`config.mk`:
```
export PLATFORM = sky130hd
export DESIGN_NAME = alu_dispatcher
export DESIGN_NICKNAME = d
export VERILOG_FILES = /design/src/rtl/alu_dispatcher.sv
export SDC_FILE = /design/constraint.sdc
export NUM_CORES = 1
export LEC_CHECK = 0
export CORE_AREA = 2 2 91 93
export CTS_BUF_LIST = sky130_fd_sc_hd__clkbuf_4 sky130_fd_sc_hd__clkbuf_8
export CTS_CLUSTER_DIAMETER = 50
export DETAILED_ROUTE_END_ITERATION = 6
export DIE_AREA = 0 0 93 95
export DONT_BUFFER_PORTS = 1
export PLACE_DENSITY_LB_ADDON = 0.15
export REMOVE_ABC_BUFFERS = 1
export SYNTH_ARGS = -nofsm -noshare
export SYNTH_HDL_FRONTEND = slang
export SYNTH_SLANG_ARGS = --single-unit
```
`constraint.sdc`:
```
create_clock -name clk -period 4 [get_ports clk]
set_input_delay 0.8 -clock clk [delete_from_list [all_inputs] [get_ports clk]]
set_output_delay 0.8 -clock clk [all_outputs]
set_load 0.01 [all_outputs]
```
`src/rtl/alu_dispatcher.sv`:
```
// Registered command front-end for the base-selecting ALU router: one command in flight, response handshake out.
// Optional WAIT-state abort is compiled in with `define ALU_DISPATCH_TIMEOUT_EN.
module alu_dispatcher #(
  parameter int TIMEOUT_CYCLES = 64,
  parameter int TAG_W          = 4
) (
  input  logic             clk,
  input  logic             reset,
  input  logic             cmd_valid,
  output logic             cmd_ready,
  input  logic [3:0]       cmd_operation,
  input  logic [31:0]      cmd_operand_a,
  input  logic [31:0]      cmd_operand_b,
  input  logic [1:0]       cmd_base,
  input  logic [TAG_W-1:0] cmd_tag,
  output logic             rsp_valid,
  input  logic             rsp_ready,
  output logic [31:0]      rsp_result,
  output logic [TAG_W-1:0] rsp_tag,
  output logic [1:0]       rsp_status,
  output logic [3:0]       alu_operation,
  output logic [31:0]      alu_operand_a,
  output logic [31:0]      alu_operand_b,
  output logic [1:0]       alu_base_select,
  input  logic [31:0]      alu_result,
  input  logic             alu_done,
  output logic             busy,
  output logic [15:0]      op_count
);

  typedef enum logic [1:0] {S_IDLE, S_ISSUE, S_WAIT, S_RESP} state_t;

  localparam logic [1:0] ST_OK      = 2'b00;
  localparam logic [1:0] ST_BADBASE = 2'b01;

  state_t             state_q, state_d;
  logic [3:0]         alu_operation_q, alu_operation_d;
  logic [31:0]        alu_operand_a_q, alu_operand_a_d;
  logic [31:0]        alu_operand_b_q, alu_operand_b_d;
  logic [1:0]         alu_base_q, alu_base_d;
  logic               rsp_valid_q, rsp_valid_d;
  logic [31:0]        rsp_result_q, rsp_result_d;
  logic [TAG_W-1:0]   rsp_tag_q, rsp_tag_d;
  logic [1:0]         rsp_status_q, rsp_status_d;
  logic [15:0]        op_count_q, op_count_d;

`ifdef ALU_DISPATCH_TIMEOUT_EN
  logic [15:0]        timer_q, timer_d;
`else
  localparam int unused_timeout_cycles = TIMEOUT_CYCLES;
`endif

  assign cmd_ready       = (state_q == S_IDLE) && !reset;
  assign busy            = (state_q != S_IDLE);
  assign rsp_valid       = rsp_valid_q;
  assign rsp_result      = rsp_result_q;
  assign rsp_tag         = rsp_tag_q;
  assign rsp_status      = rsp_status_q;
  assign alu_operation   = alu_operation_q;
  assign alu_operand_a   = alu_operand_a_q;
  assign alu_operand_b   = alu_operand_b_q;
  assign alu_base_select = alu_base_q;
  assign op_count        = op_count_q;

  always_comb begin
    state_d         = state_q;
    alu_operation_d = alu_operation_q;
    alu_operand_a_d = alu_operand_a_q;
    alu_operand_b_d = alu_operand_b_q;
    alu_base_d      = alu_base_q;
    rsp_valid_d     = rsp_valid_q;
    rsp_result_d    = rsp_result_q;
    rsp_tag_d       = rsp_tag_q;
    rsp_status_d    = rsp_status_q;
    op_count_d      = op_count_q;
`ifdef ALU_DISPATCH_TIMEOUT_EN
    timer_d         = timer_q;
`endif
    case (state_q)
      S_IDLE: begin
        if (cmd_valid && cmd_ready) begin
          rsp_tag_d = cmd_tag;
          // An illegal base never reaches the router, so its inputs keep the last legal command.
          if (cmd_base == 2'd3) begin
            rsp_result_d = 32'd0;
            rsp_status_d = ST_BADBASE;
            rsp_valid_d  = 1'b1;
            state_d      = S_RESP;
          end else begin
            alu_operation_d = cmd_operation;
            alu_operand_a_d = cmd_operand_a;
            alu_operand_b_d = cmd_operand_b;
            alu_base_d      = cmd_base;
            state_d         = S_ISSUE;
          end
        end
      end
      S_ISSUE: begin
        state_d = S_WAIT;
`ifdef ALU_DISPATCH_TIMEOUT_EN
        timer_d = 16'd0;
`endif
      end
      S_WAIT: begin
        if (alu_done) begin
          rsp_result_d = alu_result;
          rsp_status_d = ST_OK;
          rsp_valid_d  = 1'b1;
          state_d      = S_RESP;
`ifdef ALU_DISPATCH_TIMEOUT_EN
        end else if (timer_q == 16'(TIMEOUT_CYCLES - 1)) begin
          rsp_result_d = 32'hFFFF_FFFF;
          rsp_status_d = 2'b10;
          rsp_valid_d  = 1'b1;
          state_d      = S_RESP;
        end else begin
          timer_d = timer_q + 16'd1;
`endif
        end
      end
      S_RESP: begin
        if (rsp_valid_q && rsp_ready) begin
          rsp_valid_d = 1'b0;
          state_d     = S_IDLE;
          if (rsp_status_q == ST_OK && op_count_q != 16'hFFFF) begin
            op_count_d = op_count_q + 16'd1;
          end
        end
      end
      default: state_d = S_IDLE;
    endcase
  end

  always_ff @(posedge clk or posedge reset) begin
    if (reset) begin
      state_q         <= S_IDLE;
      alu_operation_q <= 4'd0;
      alu_operand_a_q <= 32'd0;
      alu_operand_b_q <= 32'd0;
      alu_base_q      <= 2'd0;
      rsp_valid_q     <= 1'b0;
      rsp_result_q    <= 32'd0;
      rsp_tag_q       <= '0;
      rsp_status_q    <= 2'b00;
      op_count_q      <= 16'd0;
`ifdef ALU_DISPATCH_TIMEOUT_EN
      timer_q         <= 16'd0;
`endif
    end else begin
      state_q         <= state_d;
      alu_operation_q <= alu_operation_d;
      alu_operand_a_q <= alu_operand_a_d;
      alu_operand_b_q <= alu_operand_b_d;
      alu_base_q      <= alu_base_d;
      rsp_valid_q     <= rsp_valid_d;
      rsp_result_q    <= rsp_result_d;
      rsp_tag_q       <= rsp_tag_d;
      rsp_status_q    <= rsp_status_d;
      op_count_q      <= op_count_d;
`ifdef ALU_DISPATCH_TIMEOUT_EN
      timer_q         <= timer_d;
`endif
    end
  end

endmodule

```
==> flow_summary.ini <==
[clock_tree]
path_clk_slew_ps = 70
cts_root_buffer = clkbuf_8
post_cts_buffers = 0
cts_hold_buf = 0
cts_max_path_buffers = 2
insertion_delay_ps = 420
cts_sinks = 126
ctsResizeCount = 0
htree_num_levels = 4
cts_tree = yes
cts_buffers = 17

[logic_synthesis]
ys_seq_area_share_pct = 63.1
synth_top_area_share_pct = 63.1
netlist_instances = 336
synth-edff-count = 0
synth_warnings = 0
synth_top_area_cell = dfrtp_1
synthArstFlopShare_pct = 100
synth_cell_types = 40
synth.cell_area_mm2 = 0.00499
ys_ff_latch = 126
ys_top_cells_by_area = dfrtp_1 (63%), mux2_2 (16%), a22o_1 (5.8%)
avgSynthCellArea_um2 = 14.9
synth_ff_type = dfrtp_1

[placed_design]
hpwl_um = 7270
postPlaceCellArea_mm2 = 0.00507
gp_congestion = 0.757
numPortBuffers = 0

[timing]
rsz0062_at_grt = false
max_slew_margin_pct = 19.7
holdWs_ps = 256
period_minus_slack_ps = 2460
setup_viol = 0
fin_skew_ps = 6.96
drv_slew = 0
max_slew.worst_pin.slew_ps = 1200
hold_viol_final = 0
layout_worst_path_cycle_share_pct = 61.5
finalSetupTns_ps = 0
fmax_mhz = 406

[grt]
met3_usage_pct = 10.7
antenna_found_initial = 1
grt_pass1_vias = 2865
overflow = 0
grt_util_met2_pct = 37.7
grt_util_met1_pct = 25.8
grt_usage_pct = 22.9
grt_max_degree = 92
top_usage_layer = met2
grt_pass1_wl_um = 14900

[worst_setup_path]
cp_data_arrival_time_ps = 2750
cpPeakStageDelay_ps = 600
path_cells = inv_1, ha_1, nand3_2, a21o_2, buf_4, mux2_2
reg2reg_depth = 6
crit_type = reg2reg
crit_required_ps = 4290
cp_max_fo = 30
start_kind = flop
critPathCaptureType = flop
critPathSlowestCell = a21o_2

[floorplanning]
design.core.area_mm2 = 0.00793
io_pins = 238
row_count = 33
fp.dieH_um = 95
start_util_pct = 63.0
fp.dieArea_mm2 = 0.00884
dieWidth_um = 93

[pwr]
switching_power_mw = 1.52
power.clock.fraction_pct = 24.7
sequentialPowerShare_pct = 55.2
totalPowerFinal_mw = 4.50
p_per_area_mw_per_mm2 = 821
ir_drop_mv = 0.436
switching_share_pct = 33.8
leakage_nw = 2.59
combPwrFrac_pct = 20.1
p_int_mw = 2.98

[drt]
ant_nets = 0
drt_first_pass_iters = 4
wire_per_inst_um = 21.8
drt_wl_total_um = 10000
drc = 0
vias_per_cell = 6.03
drtIter0Drc = 91
num_vias = 2767

[final_layout]
n_antenna_cell = 0
design_area_mm2 = 0.00548
layout_common_cells = dfrtp_1 (126), mux2_2 (72), a22o_1 (33)
layout_commonest_cell = dfrtp_1
area_growth_pct = 9.67
drive_above_1_share_pct = 33.1
fin_nets = 459

[outcome]
outcome = finished, final reports clean

[flow_run]
max_cap_violations = 0

[worst_hold_path]
hp-class = in2async
==> worst paths after layout <==
| kind | start | end | slack [ps] |
|---|---|---|---|
| setup / recovery | state_q[0] | alu_operand_b[30] | 1540 |
| hold / removal | reset | rsp_tag[2] | 260 |
| setup reg to reg | state_q[0] | alu_operand_b[30] | 1540 |
| hold reg to reg | op_count[15] | op_count[15] | 570 |
| max in group asynchronous | reset | alu_operand_a[29] | 2290 |
| min in group clk | alu_result[30] | rsp_result[30] | 510 |
==> cell families (layout without fill, tap and decap cells) <==
kind of cell               Yosys count  after routing  share of synthesized area [%]
xor gates and xnor gates            15             15                           2.63
AOI/OAI and AO/OA                   41             41                           6.91
and+or+nand+nor                     49             49                           6.51
buffers and inverters               22             40                           2.10
adders and majority gates            6              6                           1.50
DFF                                126            126                           63.1
other                                1              1                         0.0751
muxes                               76             76                           17.1
==> Yosys cell counts (2+ instances only) <==
cell and n:
nor2_1 7, nand3_1 5, nor3b_1 2, xor2_1 15, a22o_1 33, mux2i_1 3, buf_2 8, o22a_1 2
ha_1 6, buf_1 3, nand4_1 3, nor4_1 7, a21oi_1 2, nor3_1 4, nand2_1 8, inv_1 5
buf_4 3, dfrtp_1 126, nor2b_1 2, mux2_2 72
==> critical path, delay by kind of cell, from the launching register on <==
| kind | cells | cell delay, ps |
|---|---|---|
| flip-flops | 1 | 380 |
| adder cells (fa/ha/maj) | 1 | 250 |
| AND/OR/NAND/NOR | 1 | 180 |
| AO/OA/AOI/OAI | 1 | 600 |
| buffers and inverters | 2 | 530 |
| multiplexers | 1 | 380 |
==> area by class of cell <==
cell class / instances / area, µm²
clock buffer: 20 / 263
timing repair buffer: 3 / 22.5
tap: 105 / 131
inverter: 6 / 25.0
fill: 555 / 2450
multi-input combinational: 188 / 1740
sequential: 126 / 3150
clock inverter: 11 / 143
==> state kept, by name (all words and copies together) (netlist names), 2 cells and up <==
name             cells
alu_operand_b       32
rsp_tag              4
alu_operand_a       32
alu_operation        4
rsp_result          32
state_q              2
op_count            16
alu_base_select      2
==> stage by stage <==
stage / cells / utilization, % / worst slack, ps
detailed placement: 428 / 64.0 / 1230
CTS: 459 / 69.1 / 1510
floorplan: 320 / - / -328
global route: 459 / 69.1 / 1370
finish: 459 / 69.1 / 1540
global placement: 428 / 64.0 / 1290
==> power by group through the flow <==
stage	registers [mW]	clock network (mW)	logic [mW]
floorplan	2.36	0	0.782
global route	2.56	1.19	1.01
finish	2.48	1.11	0.903
detailed placement	2.51	0	0.925
global placement	2.51	0	0.860
CTS	2.49	1.13	0.918
==> metal layers <==
metal	up-vias	part of all wire [%]
met5	-	0.13
met2	163	52
li1	1222	-
met3	12	10
met4	2	1.3
met1	1368	36
Power figures use the tool's default switching activity.
